<file path="src/rtl/cpu_step_if.sv">
// Bundles the button inputs, processor debug inputs and the controller outputs.
// master drives the buttons and processor signals; slave is the controller.
interface cpu_step_if #(
    parameter int NBTN = 4
);
    logic [NBTN-1:0] btn;
    logic [31:0]     pc;
    logic [31:0]     dbg_data;
    logic            bp_valid;
    logic [31:0]     bp_addr;
    logic [NBTN-1:0] btn_db;
    logic [NBTN-1:0] btn_rise;
    logic            cpu_en;
    logic            run_mode;
    logic [15:0]     step_cnt;
    logic [15:0]     led;

    modport master (
        output btn, pc, dbg_data, bp_valid, bp_addr,
        input  btn_db, btn_rise, cpu_en, run_mode, step_cnt, led
    );

    modport slave (
        input  btn, pc, dbg_data, bp_valid, bp_addr,
        output btn_db, btn_rise, cpu_en, run_mode, step_cnt, led
    );
endinterface

</file>
<file path="src/rtl/cpu_step_ctrl.sv">
// Single-step / free-run clock-enable controller with debounced buttons,
// breakpoint stop and a selectable 16-bit debug display.
//
//   state   | meaning
//   --------+--------------------------------------------------------------
//   ST_STEP | cpu_en follows debounced step presses; reset state
//   ST_RUN  | cpu_en pulses every RUN_DIV cycles until toggle or breakpoint
module cpu_step_ctrl #(
    parameter int NBTN      = 4,
    parameter int DB_CYCLES = 1000000,
    parameter int CNT_W     = 20,
    parameter int RUN_DIV   = 2
) (
    input  logic       clock,
    input  logic       CPU_RESETN,
    cpu_step_if.slave  bus
);
    typedef enum logic {ST_STEP = 1'b0, ST_RUN = 1'b1} state_t;

    localparam logic [CNT_W-1:0] DB_LAST  = CNT_W'(DB_CYCLES - 1);
    localparam int               DIV_W    = (RUN_DIV > 1) ? $clog2(RUN_DIV) : 1;
    localparam logic [DIV_W-1:0] DIV_LAST = DIV_W'(RUN_DIV - 1);

    logic [NBTN-1:0]  sync1, sync2;
    logic [NBTN-1:0]  btn_db_q, btn_db_nxt, btn_rise_q;
    logic [CNT_W-1:0] db_cnt     [NBTN];
    logic [CNT_W-1:0] db_cnt_nxt [NBTN];

    state_t           state, state_nxt;
    logic [DIV_W-1:0] div_cnt, div_nxt;
    logic             bp_hit;
    logic             cpu_en_c;
    logic             run_mode;
    logic [1:0]       disp_sel;
    logic [15:0]      step_cnt;
    logic [15:0]      led;
    logic             unused_dbg;

    assign unused_dbg = ^bus.dbg_data[31:16];

    // A channel only advances its count while the synchronized level disagrees
    // with the accepted level; any agreement restarts the count.
    always_comb begin
        btn_db_nxt = btn_db_q;
        for (int i = 0; i < NBTN; i++) begin
            db_cnt_nxt[i] = '0;
            if (sync2[i] != btn_db_q[i]) begin
                if (db_cnt[i] == DB_LAST) begin
                    btn_db_nxt[i] = sync2[i];
                end else begin
                    db_cnt_nxt[i] = db_cnt[i] + CNT_W'(1);
                end
            end
        end
    end

    always_ff @(posedge clock or negedge CPU_RESETN) begin
        if (!CPU_RESETN) begin
            sync1      <= '0;
            sync2      <= '0;
            btn_db_q   <= '0;
            btn_rise_q <= '0;
            for (int i = 0; i < NBTN; i++) begin
                db_cnt[i] <= '0;
            end
        end else begin
            sync1      <= bus.btn;
            sync2      <= sync1;
            btn_db_q   <= btn_db_nxt;
            btn_rise_q <= btn_db_nxt & ~btn_db_q;
            for (int i = 0; i < NBTN; i++) begin
                db_cnt[i] <= db_cnt_nxt[i];
            end
        end
    end

    assign bp_hit = bus.bp_valid && (bus.pc == bus.bp_addr);

    // Divider is held at zero outside RUN, so every entry starts a fresh period.
    always_comb begin
        state_nxt = state;
        div_nxt   = '0;
        cpu_en_c  = 1'b0;
        case (state)
            ST_STEP: begin
                cpu_en_c = btn_rise_q[0];
                if (btn_rise_q[1]) begin
                    state_nxt = ST_RUN;
                end
            end
            ST_RUN: begin
                if (div_cnt != DIV_LAST) begin
                    div_nxt = div_cnt + DIV_W'(1);
                end
                cpu_en_c = (div_cnt == DIV_LAST) && !bp_hit;
                if (bp_hit || btn_rise_q[1]) begin
                    state_nxt = ST_STEP;
                end
            end
            default: state_nxt = ST_STEP;
        endcase
    end

    assign run_mode = (state == ST_RUN);

    always_ff @(posedge clock or negedge CPU_RESETN) begin
        if (!CPU_RESETN) begin
            state    <= ST_STEP;
            div_cnt  <= '0;
            disp_sel <= 2'd0;
            step_cnt <= 16'd0;
            led      <= 16'd0;
        end else begin
            state   <= state_nxt;
            div_cnt <= div_nxt;
            if (cpu_en_c) begin
                step_cnt <= step_cnt + 16'd1;
            end
            if (btn_rise_q[2]) begin
                disp_sel <= disp_sel + 2'd1;
            end
            case (disp_sel)
                2'd0:    led <= bus.pc[15:0];
                2'd1:    led <= bus.dbg_data[15:0];
                2'd2:    led <= step_cnt;
                default: led <= {run_mode, 15'b0};
            endcase
        end
    end

    assign bus.btn_db   = btn_db_q;
    assign bus.btn_rise = btn_rise_q;
    assign bus.cpu_en   = cpu_en_c;
    assign bus.run_mode = run_mode;
    assign bus.step_cnt = step_cnt;
    assign bus.led      = led;
endmodule

</file>
<file path="src/flat_wrapper.sv">
// flat-port wrapper written by rule: the top's interface ports become plain ports
module cpu_step_ctrl_flat 
#(
    parameter int NBTN      = 4,
    parameter int DB_CYCLES = 1000000,
    parameter int CNT_W     = 20,
    parameter int RUN_DIV   = 2
)
  (clock, CPU_RESETN, bus_btn, bus_pc, bus_dbg_data, bus_bp_valid, bus_bp_addr, bus_btn_db, bus_btn_rise, bus_cpu_en, bus_run_mode, bus_step_cnt, bus_led);
  cpu_step_if #(.NBTN(NBTN)) bus_i ();
  input  logic clock;
  input  logic CPU_RESETN;
  input wire logic [$bits(bus_i.btn)-1:0] bus_btn;
  input wire logic [$bits(bus_i.pc)-1:0] bus_pc;
  input wire logic [$bits(bus_i.dbg_data)-1:0] bus_dbg_data;
  input wire logic [$bits(bus_i.bp_valid)-1:0] bus_bp_valid;
  input wire logic [$bits(bus_i.bp_addr)-1:0] bus_bp_addr;
  output wire logic [$bits(bus_i.btn_db)-1:0] bus_btn_db;
  output wire logic [$bits(bus_i.btn_rise)-1:0] bus_btn_rise;
  output wire logic [$bits(bus_i.cpu_en)-1:0] bus_cpu_en;
  output wire logic [$bits(bus_i.run_mode)-1:0] bus_run_mode;
  output wire logic [$bits(bus_i.step_cnt)-1:0] bus_step_cnt;
  output wire logic [$bits(bus_i.led)-1:0] bus_led;
  assign bus_i.btn = bus_btn;
  assign bus_i.pc = bus_pc;
  assign bus_i.dbg_data = bus_dbg_data;
  assign bus_i.bp_valid = bus_bp_valid;
  assign bus_i.bp_addr = bus_bp_addr;
  assign bus_btn_db = bus_i.btn_db;
  assign bus_btn_rise = bus_i.btn_rise;
  assign bus_cpu_en = bus_i.cpu_en;
  assign bus_run_mode = bus_i.run_mode;
  assign bus_step_cnt = bus_i.step_cnt;
  assign bus_led = bus_i.led;
  cpu_step_ctrl #(.NBTN(NBTN), .DB_CYCLES(DB_CYCLES), .CNT_W(CNT_W), .RUN_DIV(RUN_DIV)) u_core (.clock(clock), .CPU_RESETN(CPU_RESETN), .bus(bus_i));
endmodule
</file>
<file path="config.mk">
export PLATFORM = sky130hd
export DESIGN_NAME = cpu_step_ctrl_flat
export DESIGN_NICKNAME = d
export VERILOG_FILES = /design/src/rtl/cpu_step_if.sv /design/src/rtl/cpu_step_ctrl.sv /design/src/flat_wrapper.sv
export SDC_FILE = /design/constraint.sdc
export NUM_CORES = 1
export LEC_CHECK = 0
export ABC_AREA = 1
export CELL_PAD_IN_SITES_DETAIL_PLACEMENT = 0
export CELL_PAD_IN_SITES_GLOBAL_PLACEMENT = 2
export CORE_MARGIN = 1.5
export CORE_UTILIZATION = 30
export CTS_CLUSTER_DIAMETER = 60
export DETAILED_ROUTE_END_ITERATION = 10
export PLACE_DENSITY = 0.85
export SLEW_MARGIN = 5
export SYNTH_ARGS = -nofsm -noshare
export SYNTH_HDL_FRONTEND = slang
export SYNTH_SLANG_ARGS = --single-unit
</file>
<file path="constraint.sdc">
create_clock -name clock -period 2.9 [get_ports clock]
set_input_delay 0.87 -clock clock [delete_from_list [all_inputs] [get_ports clock]]
set_output_delay 0.87 -clock clock [all_outputs]
set_load 0.03 [all_outputs]
</file>
## Word level (Yosys, flattened, before mapping)

Index checks and enable logic that the tools add are counted.
W data, S select, Z words.

- Flip-flop bits (word level): 132
- Output and inout bits: 42
- Input bits: 103
- Word-level logic and storage cells: 62

- Reductions and logical operators: 5
- Bitwise gates (word level): 3
- Eq/ne operators: 11
- Add/subtract/negate cells: 7
- Muxes and demuxes: 23

Operators by type and width:

| operator | count |
|---|---|
| $mux W20 | 8 |
| $add A20 B1 Y20 const B | 4 |
| $eq A20 B20 Y1 const B | 4 |
| $pmux W16 S3 | 1 |
| $eq A32 B32 Y1 | 1 |
| $add A16 B1 Y16 const B | 1 |
| $mux W1 | 12 |
| $and A4 B4 Y4 | 1 |
| $ne A1 B1 Y1 | 4 |
| $not A4 Y4 | 1 |
| $pmux W1 S2 | 2 |
| $add A2 B1 Y2 const B | 1 |
| $eq A2 B1 Y1 const B | 1 |
| $eq A2 B2 Y1 const B | 1 |
| $logic_and A1 B1 Y1 | 2 |
| $logic_not A2 Y1 | 1 |
| $add A1 B1 Y1 const B | 1 |
| $logic_not A1 Y1 | 1 |
| $logic_or A1 B1 Y1 | 1 |
| $not A1 Y1 | 1 |

## Logic depth before layout (Yosys ltp)

Gate-level depths: netlist of run 1.

- Depth after elaboration: 5
- Depth in mapped cells: 14
- Gate-level depth less buffers: 13

## Least setup slack after synthesis of run 1

Ideal clock, no wire load.

- Path kind: input to output
- Start point: input bus_pc[25]
- End point: output bus_cpu_en
- Data arrival time: 1.722 ns
- Stages on the path: 12
- Data required time: 2.030 ns
- Setup slack: 0.308 ns
- Path through: inv_1 -> nand2_1 -> nand2_1 -> inv_1 -> nand2_1 -> nor2_1 -> nand2_1 -> nor2_2 -> nand3_2 -> nand2_4 -> nand2_4 -> buf_6

- Cells in the longest elaborated chain, start to end: 5

Ends and longest elaborated chain:

| item | line | source |
|---|---|---|
| start, declared | flat_wrapper.sv:14 | `input wire logic [$bits(bus_i.pc)-1:0] bus_pc;` |
| $eq A32 B32 Y1 | cpu_step_ctrl.sv:77 | `assign bp_hit = bus.bp_valid && (bus.pc == bus.bp_addr);` |
| $logic_and A1 B1 Y1 | cpu_step_ctrl.sv:77 |  |
| $logic_not A1 Y1 | cpu_step_ctrl.sv:95 | `cpu_en_c = (div_cnt == DIV_LAST) && !bp_hit;` |
| $logic_and A1 B1 Y1 | cpu_step_ctrl.sv:95 |  |
| $pmux W1 S2 | cpu_step_ctrl.sv:84 | `case (state)` |
| end, declared | flat_wrapper.sv:20 | `output wire logic [$bits(bus_i.cpu_en)-1:0] bus_cpu_en;` |

Every way passes these cells.

## Final worst setup path of run 1

- Start point: input bus_bp_addr[10]
- End point: output bus_cpu_en

- Cells in the longest elaborated chain, start to end: 5

Ends and longest elaborated chain:

| item | line | source |
|---|---|---|
| start, declared | flat_wrapper.sv:17 | `input wire logic [$bits(bus_i.bp_addr)-1:0] bus_bp_addr;` |
| $eq A32 B32 Y1 | cpu_step_ctrl.sv:77 |  |
| $logic_and A1 B1 Y1 | cpu_step_ctrl.sv:77 |  |
| $logic_not A1 Y1 | cpu_step_ctrl.sv:95 |  |
| $logic_and A1 B1 Y1 | cpu_step_ctrl.sv:95 |  |
| $pmux W1 S2 | cpu_step_ctrl.sv:84 |  |

Every way passes these cells.

==> tab_implementation.tex, run 1 <==
\begin{tabular}{lr}
\hline
Metric & Value \\
\hline
\multicolumn{2}{l}{\textbf{Timing}} \\
\quad Share of the clock period used by the worst path & 0.966 \\
\quad Final worst setup slack & 0.0992 ns \\
\quad Max-slew headroom & 0.524 \\
\quad Clock period minus final worst setup slack & 2.80 ns \\
\quad Transition time at the pin with the least slew margin & 0.715 ns \\
\quad Final number of hold-violating endpoints & 0 \\
\quad Maximum clock frequency & 0.357 GHz \\
\quad Worst clock skew & 0.00663 ns \\
\quad Final-report setup violation count & 0 \\
\quad Smallest hold slack & 0.350 ns \\
\quad Max Transition Viols Final & 0 \\
\multicolumn{2}{l}{\textbf{Worst setup path}} \\
\quad Launch instance of the worst register-to-register path & u\_core.db\_cnt[20]\$\_DFF\_PN0\_ \\
\quad Critical path launch point type & input pin \\
\quad Critical path class & input pin to output pin \\
\quad Type of element capturing the critical path & output pin \\
\quad Largest driver fanout on the critical path & 2 \\
\quad Data required time of the worst path & 2.03 ns \\
\quad Slack of the worst reg-to-reg path & 1.12 ns \\
\quad Capturing point of the worst reg2reg path & u\_core.db\_cnt[39]\$\_DFF\_PN0\_ \\
\quad R2R depth & 10 \\
\quad Data arrival, critical path & 1.93 ns \\
\multicolumn{2}{l}{\textbf{Pwr}} \\
\quad Maximum vdd drop & 358 uV \\
\quad Pwr dens & 486 nW/um\^{}2 \\
\quad Leakage dissipation & 4.62 nW \\
\multicolumn{2}{l}{\textbf{Global route}} \\
\quad Overall Global Routing Usage & 0.161 \\
\quad Via count of the first global-routing pass & 6190 \\
\quad Total overflow reported by the global router & 0 \\
\quad Maximum number of pins on one net before global-route repair & 56 \\
\quad First-pass GRT wire length & 31200 um \\
\quad Antenna violations before repair & 0 \\
\multicolumn{2}{l}{\textbf{Placed design}} \\
\quad Buffers added on ports & 128 \\
\quad Worst slack at placement & -0.346 ns \\
\quad Half-perimeter wire length of the detailed placement result & 14000 um \\
\quad Final estimated routing congestion in global placement & 0.751 \\
\quad Cell count after placement & 1380 \\
\multicolumn{2}{l}{\textbf{Detailed routing}} \\
\quad DR vias & 6182 \\
\quad Routed wire length per instance & 13.2 um \\
\quad Antenna-violating nets left & 0 \\
\quad Router iterations before antenna repair & 4 \\
\quad Count of unresolved DRC violations after routing & 0 \\
\quad Violation count after the first detailed-routing iteration & 362 \\
\quad Detailed Route WL & 18700 um \\
\quad Ratio of routed vias to standard cells & 4.37 \\
\multicolumn{2}{l}{\textbf{CTS}} \\
\quad Buffer depth of the longest clock path & 2 \\
\quad H-tree levels & 4 \\
\quad Cts hold-fix bufs & 0 \\
\quad TritonCTS clock tree & yes \\
\quad Clock insertion delay at the later pin of the skew report & 0.42 ns \\
\quad Clock tree sinks & 132 \\
\quad Clock root buffer master & clkbuf\_16 \\
\quad Clock transition time at the flip-flop clock pins of the worst setup and hold paths & 0.06 ns \\
\quad TritonCTS Buffers & 17 \\
\multicolumn{2}{l}{\textbf{Cells and area}} \\
\quad Ratio of cells with drive above 1 in the final layout & 0.179 \\
\quad Post-route insts no fill & 1415 \\
\quad Antenna diodes & 0 \\
\quad Post-synthesis to final-layout area growth & 32.4\% \\
\quad Final-stage net count & 1195 \\
\multicolumn{2}{l}{\textbf{Synthesis}} \\
\quad Post-synth top area share & 0.457 \\
\quad Mean instance size in the synthesized netlist & 7.85 sq um \\
\quad Async S/R FF share, synth & 1.00 \\
\quad Number of different library cells in the post-synthesis netlist & 44 \\
\quad Most numerous cell in the Yosys netlist & nand2\_1 \\
\quad Biggest area contributors in the synthesized netlist & dfrtp\_1 (46\%), nand2\_1 (12\%), inv\_1 (7.0\%) \\
\quad YS warnings & 0 \\
\quad Leading register cell type out of synthesis & dfrtp\_1 \\
\quad Area of the mapped netlist & 7230 sq um \\
\quad Count of state elements after synthesis & 132 \\
\quad Fraction of the yosys area taken by sequential cells & 0.457 \\
\quad Top cell type by total area after synthesis & dfrtp\_1 \\
\quad Count of flip-flops with a built-in enable after synthesis & 0 \\
\quad Synth Net Count & 1033 \\
\quad Cell types with the highest counts after synthesis & nand2\_1 (237), inv\_1 (134), dfrtp\_1 (132) \\
\quad Number of cells produced by synthesis & 921 \\
\multicolumn{2}{l}{\textbf{Floorplanning}} \\
\quad Row Count & 56 \\
\quad Vertical die dimension & 158 um \\
\quad Starting density of the core & 0.307 \\
\quad Horiz. Die Dim & 158 um \\
\quad Total core area & 23500 sq um \\
\quad Die outline area & 25000 sq um \\
\quad Boundary Pins & 145 \\
\multicolumn{2}{l}{\textbf{Hold path}} \\
\quad Worst hold endpoint & u\_core.sync2[0]\$\_DFF\_PN0\_ \\
\quad Origin of the worst min-delay path & u\_core.sync1[0]\$\_DFF\_PN0\_ \\
\quad Instance count along the most critical hold path & 0 \\
\quad Worst min path class & flip-flop to flip-flop \\
\multicolumn{2}{l}{\textbf{Outcome}} \\
\quad Run status & finished clean \\
\multicolumn{2}{l}{\textbf{Job}} \\
\quad Max-capacitance violation count & 0 \\
\hline
\end{tabular}
routing by layer:
| layer | part of all wire | up-vias | track usage |
|---|---|---|---|
| li1 | - | 3223 | - |
| met1 | 0.48 | 2856 | 0.210 |
| met2 | 0.47 | 88 | 0.268 |
| met3 | 0.044 | 15 | 0.0359 |
| met4 | 0.012 | 0 | 0.0441 |
| met5 | 0 | - | 0 |
kinds of logic after synthesis:
family / Yosys count / synth area share
XOR/XNOR: 48 / 0.0582
buffers and inverters: 152 / 0.0826
adder cells (fa/ha/maj): 9 / 0.0156
AO/OA/AOI/OAI: 71 / 0.0538
flip-flops: 132 / 0.457
AND/OR/NAND/NOR: 509 / 0.333
state kept, by name (all words and copies together), names as in the netlist:
register	cells
u_core.bus.run_mode	1
u_core.bus.step_cnt	16
u_core.sync1	4
u_core.sync2	4
u_core.bus.btn_rise	4
u_core.bus.btn_db	4
u_core.disp_sel	2
u_core.bus.led	16
u_core.db_cnt	80
u_core.div_cnt	1
critical path, stage by stage:
cell	delay [ns]
clkdlybuf4s15_1	0.17
xnor2_1	0.18
nand3_1	0.12
nor2_2	0.16
nand3_2	0.12
nand2_4	0.09
nand2_4	0.06
buf_6	0.15
what timing repair did:
item | CTS | global route
setup buffers | 2 | 1
endpoints found under the hold margin | 0 | 0
gates resized for setup | 138 | 92
pin swaps | 53 | 55
endpoints found under the setup margin | 1 | 1
per-stage QoR:
step,setup TNS [ns],util,total power (W),instance area [sq um]
detailed placement,-0.346,0.383,0.00230,9020
global placement,-0.362,0.383,0.00230,9020
floorplan,0,-,0.00206,7230
global route,-0.00307,0.406,0.00483,9570
finish,0,0.406,0.00465,9570
CTS,0,0.409,0.00471,9640
report_power, final:
group	switching (W)	leakage, nW	internal, W
registers	0.0000175	1.76	0.00187
logic	0.000185	2.55	0.000169
clock network	0.000868	0.312	0.00153
layout make-up:
class                   instances  area (sq um)
flip-flops and latches        132          3300
clock inverters                15           229
well taps                     319           399
inverters                     139           522
clock buffers                  17           425
multi-input cells             637          3390
repair buffers                156          1300
fillers                      2447         14000
worst max path at each step:
stage / from / slack [ns] / end / cells after the start
finish: bus_bp_addr[10] / 0.1 / bus_cpu_en / 8
global placement: bus_pc[5] / -0.36 / bus_cpu_en / 11
floorplan: bus_pc[25] / 0.31 / bus_cpu_en / 12
CTS: bus_bp_addr[17] / 0.00001 / bus_cpu_en / 13
detailed placement: bus_pc[15] / -0.35 / bus_cpu_en / 13
global route: bus_bp_addr[18] / -0.003 / bus_cpu_en / 10
layout by cell type (no fill, tap or decap), types with 11 or more instances in the layout:
cell type / instances
o21ai_0: 12
clkdlybuf4s15_1: 13
nand4_1: 14
clkbuf_16: 17
inv_1: 126
dfrtp_1: 132
clkdlybuf4s50_1: 61
inv_2: 13
buf_6: 11
a21oi_1: 35
nor2_2: 15
nor3_1: 33
clkbuf_2: 34
xnor2_1: 17
nand2_2: 14
nand2_1: 234
buf_4: 26
nor2_1: 96
nand3_1: 60
xor2_1: 26
No activity file was read; power rests on OpenSTA's default activity.
==> run 2, diff against run 1 <==
--- a/config.mk
+++ b/config.mk
@@ -6,6 +6,7 @@
 export NUM_CORES = 1
 export LEC_CHECK = 0
 export ABC_AREA = 1
+export CAP_MARGIN = 5
 export CELL_PAD_IN_SITES_DETAIL_PLACEMENT = 0
 export CELL_PAD_IN_SITES_GLOBAL_PLACEMENT = 2
 export CORE_MARGIN = 1.5
==> results of run 2 <==
Final layout, timing and power as in run 1 (identical DEF).
